`config.mk`:
```
export PLATFORM = sky130hd
export DESIGN_NAME = cog_mode_scheduler
export DESIGN_NICKNAME = d
export VERILOG_FILES = /design/src/rtl/cog_mode_scheduler.sv
export SDC_FILE = /design/constraint.sdc
export NUM_CORES = 1
export LEC_CHECK = 0
export CORE_MARGIN = 2
export CORE_UTILIZATION = 45
export CTS_CLUSTER_SIZE = 28
export DETAILED_ROUTE_END_ITERATION = 10
export HOLD_SLACK_MARGIN = 0.08
export PLACE_DENSITY = 0.8
export SLEW_MARGIN = 20
export SYNTH_ARGS = -nofsm -noshare
export SYNTH_HDL_FRONTEND = slang
export SYNTH_SLANG_ARGS = --single-unit
export TNS_END_PERCENT = 10
```
`constraint.sdc`:
```
create_clock -name clk -period 2 [get_ports clk]
set_input_delay 0.4 -clock clk [delete_from_list [all_inputs] [get_ports clk]]
set_output_delay 0.4 -clock clk [all_outputs]
set_load 0.01 [all_outputs]
```
`src/rtl/cog_mode_scheduler.sv`:
```
// Exploit/explore mode scheduler: dwell hysteresis, settle window on switches, explore timeout; mode shows 1 cycle after a decision.
// No backpressure; define COG_SCHED_STATS_EN to build the wrapping switch_cnt stable-entry counter (otherwise tied to 0).
module cog_mode_scheduler #(
  parameter logic [3:0] MIN_DWELL   = 4'd2,
  parameter logic [3:0] SETTLE_CYC  = 4'd3,
  parameter logic [7:0] EXPLORE_MAX = 8'd16
) (
  input  logic       clk,
  input  logic       rst_n,
  input  logic       theta_tick,
  input  logic       cyc_start,
  input  logic       exploit_mode,
  input  logic       explore_mode,
  input  logic       err_explore,
  input  logic [1:0] confidence_level,
  output logic [1:0] mode,
  output logic       learn_en,
  output logic [1:0] lr_shift,
  output logic       w_max_en,
  output logic       gate_boost,
  output logic       switch_pulse,
  output logic       ep_reset,
  output logic [7:0] switch_cnt
);

  typedef enum logic [1:0] {
    S_NEUTRAL = 2'd0,
    S_EXPLOIT = 2'd1,
    S_EXPLORE = 2'd2,
    S_SETTLE  = 2'd3
  } state_t;

  // A SETTLE_CYC of 0 still spends one gamma start in SETTLE.
  localparam logic [3:0] SETTLE_MAX = (SETTLE_CYC == 4'd0) ? 4'd1 : SETTLE_CYC;

  state_t     state;
  logic       target;   // 1 = EXPLORE, 0 = EXPLOIT
  logic [3:0] dwell_cnt;
  logic [3:0] settle_cnt;
  logic [7:0] explore_ticks;

  logic       exp_req;
  logic       expl_req;
  logic       dwell_ok;
  logic [3:0] dwell_inc;
  logic [3:0] settle_inc;
  logic [7:0] ticks_inc;

  assign exp_req    = explore_mode | err_explore;
  assign expl_req   = exploit_mode & ~exp_req;
  assign dwell_ok   = (dwell_cnt >= MIN_DWELL);
  assign dwell_inc  = (dwell_cnt < MIN_DWELL) ? dwell_cnt + 4'd1 : dwell_cnt;
  assign settle_inc = settle_cnt + 4'd1;
  assign ticks_inc  = explore_ticks + 8'd1;

  always_ff @(posedge clk) begin
    if (!rst_n) begin
      state         <= S_NEUTRAL;
      target        <= 1'b1;
      dwell_cnt     <= 4'd0;
      settle_cnt    <= 4'd0;
      explore_ticks <= 8'd0;
      switch_pulse  <= 1'b0;
      ep_reset      <= 1'b0;
    end else begin
      switch_pulse <= 1'b0;
      ep_reset     <= 1'b0;
      case (state)
        S_NEUTRAL: begin
          if (theta_tick) begin
            if (exp_req | expl_req) begin
              state      <= S_SETTLE;
              target     <= exp_req;
              settle_cnt <= 4'd0;
              dwell_cnt  <= 4'd0;
            end else begin
              dwell_cnt <= dwell_inc;
            end
          end
        end
        S_EXPLOIT: begin
          // err_explore bypasses both dwell and theta alignment.
          if (err_explore || (theta_tick && dwell_ok && exp_req)) begin
            state      <= S_SETTLE;
            target     <= 1'b1;
            settle_cnt <= 4'd0;
            dwell_cnt  <= 4'd0;
          end else if (theta_tick && dwell_ok && !expl_req) begin
            state        <= S_NEUTRAL;
            dwell_cnt    <= 4'd0;
            switch_pulse <= 1'b1;
          end else if (theta_tick) begin
            dwell_cnt <= dwell_inc;
          end
        end
        S_EXPLORE: begin
          if (theta_tick && dwell_ok && expl_req) begin
            state         <= S_SETTLE;
            target        <= 1'b0;
            settle_cnt    <= 4'd0;
            dwell_cnt     <= 4'd0;
            explore_ticks <= 8'd0;
          end else if (theta_tick && dwell_ok && !exp_req) begin
            state         <= S_NEUTRAL;
            dwell_cnt     <= 4'd0;
            explore_ticks <= 8'd0;
            switch_pulse  <= 1'b1;
          end else if (theta_tick) begin
            dwell_cnt <= dwell_inc;
            // An exit on the same tick takes precedence over the timeout.
            if ((EXPLORE_MAX != 8'd0) && (ticks_inc == EXPLORE_MAX)) begin
              ep_reset      <= 1'b1;
              explore_ticks <= 8'd0;
            end else begin
              explore_ticks <= ticks_inc;
            end
          end
        end
        S_SETTLE: begin
          if (err_explore && !target) begin
            target     <= 1'b1;
            settle_cnt <= 4'd0;
          end else if (cyc_start) begin
            if (settle_inc >= SETTLE_MAX) begin
              state        <= target ? S_EXPLORE : S_EXPLOIT;
              settle_cnt   <= 4'd0;
              dwell_cnt    <= 4'd0;
              switch_pulse <= 1'b1;
            end else begin
              settle_cnt <= settle_inc;
            end
          end
        end
        default: state <= S_NEUTRAL;
      endcase
    end
  end

  assign mode       = state;
  assign learn_en   = (state != S_SETTLE);
  assign w_max_en   = (state == S_EXPLOIT) && (confidence_level == 2'd3);
  assign gate_boost = (state == S_EXPLORE) || ((state == S_SETTLE) && target);

  always_comb begin
    lr_shift = 2'd1;
    case (state)
      S_EXPLOIT: lr_shift = (confidence_level == 2'd3) ? 2'd0 : 2'd1;
      S_NEUTRAL: lr_shift = 2'd1;
      S_EXPLORE: lr_shift = 2'd2;
      S_SETTLE:  lr_shift = 2'd3;
      default:   lr_shift = 2'd1;
    endcase
  end

`ifdef COG_SCHED_STATS_EN
  logic [7:0] switch_cnt_q;

  always_ff @(posedge clk) begin
    if (!rst_n) begin
      switch_cnt_q <= 8'd0;
    end else if (switch_pulse) begin
      switch_cnt_q <= switch_cnt_q + 8'd1;
    end
  end

  assign switch_cnt = switch_cnt_q;
`else
  assign switch_cnt = 8'd0;
`endif

endmodule

```
# [Yosys cells after proc, flatten, opt, wreduce, memory -nomap -nowiden]
# Index checks and enable logic that the tools add are counted.
# Widths: inputs -> output; s select.
[classes] add_sub_neg=3 magnitude_cmp=3 eq_ne=17 n_mux=52 bitwise=7 reduce_logical=21
[op_table] cell="$mux 4" count=18
[op_table] cell="$mux 8" count=4
[op_table] cell="$pmux 4 s4" count=2
[op_table] cell="$mux 2" count=10
[op_table] cell="$ne 2x2->1 const B" count=9
[op_table] cell="$pmux 2 s4" count=2
[op_table] cell="$mux 1" count=14
[op_table] cell="$reduce_and 5->1" count=2
[op_table] cell="$ne 3x3->1 const B" count=3
[op_table] cell="$add 4x1->4 const B" count=2
[op_table] cell="$add 8x1->8 const B" count=1
[op_table] cell="$eq 8x5->1 const B" count=1
[op_table] cell="$ge 4x2->1 const B" count=2
[op_table] cell="$logic_and 1x1->1" count=8
[op_table] cell="$reduce_and 7->1" count=1
[op_table] cell="$eq 2x2->1 const B" count=3
[op_table] cell="$reduce_or 5->1" count=1
[op_table] cell="$lt 4x2->1 const B" count=1
[op_table] cell="$not 1->1" count=4
[op_table] cell="$pmux 1 s4" count=1
[op_table] cell="$reduce_and 4->1" count=1
[op_table] cell="$logic_not 1->1" count=3
[op_table] cell="$pmux 1 s3" count=1
[op_table] cell="$reduce_bool 3->1" count=1
[op_table] cell="6 further kinds" count=8
[totals] register_bits=21 inputBits=9

# [Logic depth before layout (Yosys ltp)]
[depth] ltp_word=8 depth_mapped=8 ltp_nobuf=7

# [Worst setup path before layout]
# OpenSTA, ideal clock, no wires.
[synth_timing] kind="reg-to-reg" startpoint="reg dwell_cnt[0]" endpoint="reg dwell_cnt[0]" setup_time_ns=0.092 arrival_time_ns=1.759 t_required_ns=1.908 slack_ns=0.149 path_stages_with_launch=8 path_buffers=0 period_less_slack_ns=1.851 path_cell_list="dfxtp_1 inv_1 ha_1 o41a_1 a211o_1 a221o_1 o31a_1 o32ai_1"
[synth_between] elab_chain_cells=6 elab_cells_between_ends=18 classes_between="add/sub: 1; order compare: 2; mux: 9; reduce/logical: 6"
[synth_rtl] element="start: declaration" line_no="38" rtl="logic [3:0] dwell_cnt;"
[synth_rtl] element="start signal: assignment" line_no="77" rtl="dwell_cnt <= dwell_inc;"
[synth_rtl] element="start signal: assignment" line_no="93" rtl="dwell_cnt <= dwell_inc;"
[synth_rtl] element="start signal: assignment" line_no="109" rtl="dwell_cnt <= dwell_inc;"
[synth_rtl] element="$add 4x1->4, or another cell as far along" line_no="52" rtl="assign dwell_inc = (dwell_cnt < MIN_DWELL) ? dwell_cnt + 4'd1 : dwell_cnt;"
[synth_rtl] element="$mux 4 / $logic_and 1x1->1 (equally long branches)"
[synth_rtl] element="$mux 4, or another cell as far along" line_no="92, 108"
[synth_rtl] element="$mux 4, or another cell as far along" line_no="103" rtl="end else if (theta_tick && dwell_ok && !exp_req) begin"
[synth_rtl] element="$mux 4 (on tied branches)" line_no="97, 83"
[synth_rtl] element="$pmux 4 s4 (*)" line_no="68" rtl="case (state)"
# Mark *: on every way between the ends. The rest lies on a longest branch, timed or not. The select of a mux whose other input is x is not followed.
# A chain may end at the register's enable or synchronous reset.

# [Worst setup path in the final report]
# Same ends and word-level chain as after synthesis.

==> summary.md <==
| Metric | Value |
|---|---|
| Async set-or-reset flop fraction in the synthesized netlist | 0 |
| Clock Path Buffers | 2 |
| CORE AREA | 3030 um^2 |
| Std-Cell Rows | 20 |
| Initial antenna violation count | 0 |
| Clock power share | 0.136 |
| Total track usage | 0.199 |
| Slew Viols, Final | 0 |
| Outcome | finished clean |
| Setup-failing EPs final | 0 |
| Period Utilization, post-route | 0.995 |
| Met1 Wirelength | 1.69 mm |
| DRC Markers | 0 |
| Ranking of synthesized cells by area | dfxtp_1, ha_1, nand2_1 |
| Vias in the first global route | 1,242 |
| DP HPWL | 2.63 mm |
| Final Core Density | 0.605 |
| Worst Setup End Kind | register |
| # Post-CTS Setup Buffers | 0 |
| Placed Cells | 262 |
| Flop pwr share | 0.338 |
| First-pass GRT wire length | ~5.5 mm |
| Post-synthesis cell type count | 52 |
| Vias per inst | 5.41 |
| Final Hold Fails | 0 |
| Largest net degree at the start of global routing | 13 |
| Mapped Avg Cell Area | 7.70 um^2 |
| GP Congestion | 0.877 |
| Highest metal layer with signal wires | met4 |
| Post-route ant nets | 0 |
| Fraction of layout cells with a size suffix above 1 | 0.167 |
| Cell internal pwr | between 0.8 and 0.9 mW |
| CTS tree | done |
| Placed instance area | around 1800 um^2 |
| Hold path cells | 2 |
| # IOs | 26 |
| Setup TNS | 0 ps |
| Sw Ratio | 0.391 |
| Ant. Diodes | 0 |
| Final Skew | about 13 ps |
| Hold buffers post-CTS | 0 |
| Pwr dens | roughly 800 nW/um^2 |
| Synthesized cell area | 1430 um^2 |
| Clock sink count | 21 |
| DRT Pass-1 Iters | 4 |
| Max-cap violations | 0 |
| Most frequent cell after synthesis | nand2_1 |
| CTS Buf Count | 3 |
| Wire per inst | 12.8 um |
| Yosys reg bits | 21 |
| Met2 WL | 1.57 mm |
| EDFF count, synth | 0 |
| Dominant synthesized flop cell | dfxtp_1 |
| Port buffer count | 17 |
| Critical setup path kind | register to register |
| Leakage | 0.759 nW |
| Psw | approximately 0.57 mW |
| CP startpoint kind | register |
| Hold Crit Class | register to register |
| P&R area growth vs syn | 27.9% |
| Global route overflow | 0 |
| Htree depth | 1 |
| Min Tclk post-route | 1990 ps |
| Synth Instances | 186 |
| Gate power share | 0.525 |
| Clk pin slew, worst setup/hold paths | 100 ps |
| Die X | between 60 and 70 um |
| Final instance area | 1830 um^2 |
| Worst-path maximum fanout | 4 |
| Finished Layout Cells | 266 |
| Crit path required time | 2210 ps |
| Met3 wire len | 120 um |
| Worst vdd ir | 0.376 mV |
| Post-synth top cells | nand2_1, dfxtp_1, nor2_1 |
| Fill cells | 259 |
| Area fraction of the dominant cell type after synthesis | 0.294 |
| Iter 0 DRT Violations | 58 |
| CP arrival | 2200 ps |
| Initial Util | 0.473 |
| CTS Root Cell | clkbuf_4 |
| Fmax | 0.503 GHz |
| Hold_ws | 493 ps |
| Unrepaired setup endpoints after global routing | yes |
| Die ar. | approximately 3600 um^2 |
| Via count | 1,438 |
| Final wirelength | 3.40 mm |
| Worst reg2reg path depth | 7 |
| Chip height | 60.4 um |
| Worst-Skew Late Latency | 310 ps |
| Total number of yosys warnings | 0 |
| Nets@finish | between 200 and 250 |
| Dominant cell type by area after synthesis | dfxtp_1 |
| Sequential area share after synthesis | 0.294 |
[critical path: stages (launching register included)]
cell and delay (ps):
dfxtp_1 360, inv_1 60, ha_1 210, o41a_1 380, a211o_1 350, a221o_1 320
o31a_1 100, o32ai_1 120
[final cells by class]
| type | instances | area, um^2 | share of cell area |
|---|---|---|---|
| inverter | 13 | 48.8 | 0.0267 |
| tap | 44 | 55.1 | 0.0301 |
| clock buffer | 3 | 22.5 | 0.0123 |
| sequential | 21 | 423 | 0.231 |
| timing repair buffer | 37 | 318 | 0.174 |
| multi-input combinational | 147 | 958 | 0.524 |
| clock inverter | 1 | 5.00 | 0.00273 |
[per-stage QoR]
stage | worst slack, ps | power [mW]
after floorplan | 149 | 0.940
after global placement | -35.1 | 1.23
after detailed placement | -80.4 | 1.23
after CTS | -121 | 1.43
after global routing | -78.7 | 1.57
final | 10.2 | 1.46
[kinds of logic (layout without fill, tap and decap cells)]
logic type / after synthesis / count (layout) / synth area share
other: 1 / 8 / 0.00262
and+or+nand+nor: 76 / 76 / 0.267
AOI/OAI and AO/OA: 52 / 52 / 0.258
DFF: 21 / 21 / 0.294
buffers and inverters: 25 / 54 / 0.0874
xor gates and xnor gates: 2 / 2 / 0.0122
adders and majority gates: 9 / 9 / 0.0787
[layer usage]
layer / up-vias / GRT usage
li1: 740 / -
met1: 672 / 0.272
met5: - / 0
met2: 24 / 0.314
met4: 0 / 0.0444
met3: 2 / 0.0554
[power by group through the flow]
stage,logic (mW),clock network (mW),registers [mW]
5_1_grt,0.840,0.228,0.499
3_3_place_gp,0.731,0,0.495
2_1_floorplan,0.440,0,0.500
3_5_place_dp,0.738,0,0.496
6_report,0.767,0.199,0.495
4_1_cts,0.730,0.210,0.487
[layout by cell type, fill, tap and decap left out, types with 4 or more instances in the layout]
cell type / n
nand2b_1: 4
inv_1: 12
nand3_1: 8
a21oi_1: 13
nor3_1: 8
buf_4: 20
conb_1: 8
dfxtp_1: 19
clkdlybuf4s50_1: 12
ha_1: 7
o21ai_0: 6
and3_1: 4
nand2_1: 22
nor2_1: 14
[final timing paths]
| kind | from | end | slack, ps |
|---|---|---|---|
| worst max-delay path | dwell_cnt[0] | dwell_cnt[0] | 10 |
| worst max register to register | dwell_cnt[0] | dwell_cnt[0] | 10 |
| worst min register to register | dwell_cnt[3] | dwell_cnt[3] | 490 |
| worst min-delay path | dwell_cnt[3] | dwell_cnt[3] | 490 |
[state kept, by name (all words and copies together) (netlist names)]
signal and count:
switch_pulse 1, ep_reset 1, target 1, settle_cnt 4
explore_ticks 8, mode 2, dwell_cnt 4
[timing repair]
item	4_1_cts	5_1_grt
endpoints found under the hold margin	0	0
cloned	0	0
pin swaps	0	0
gates resized for setup	6	11
setup endpoints to repair	5	6
Note: power is estimated with default switching activity, not from simulation.
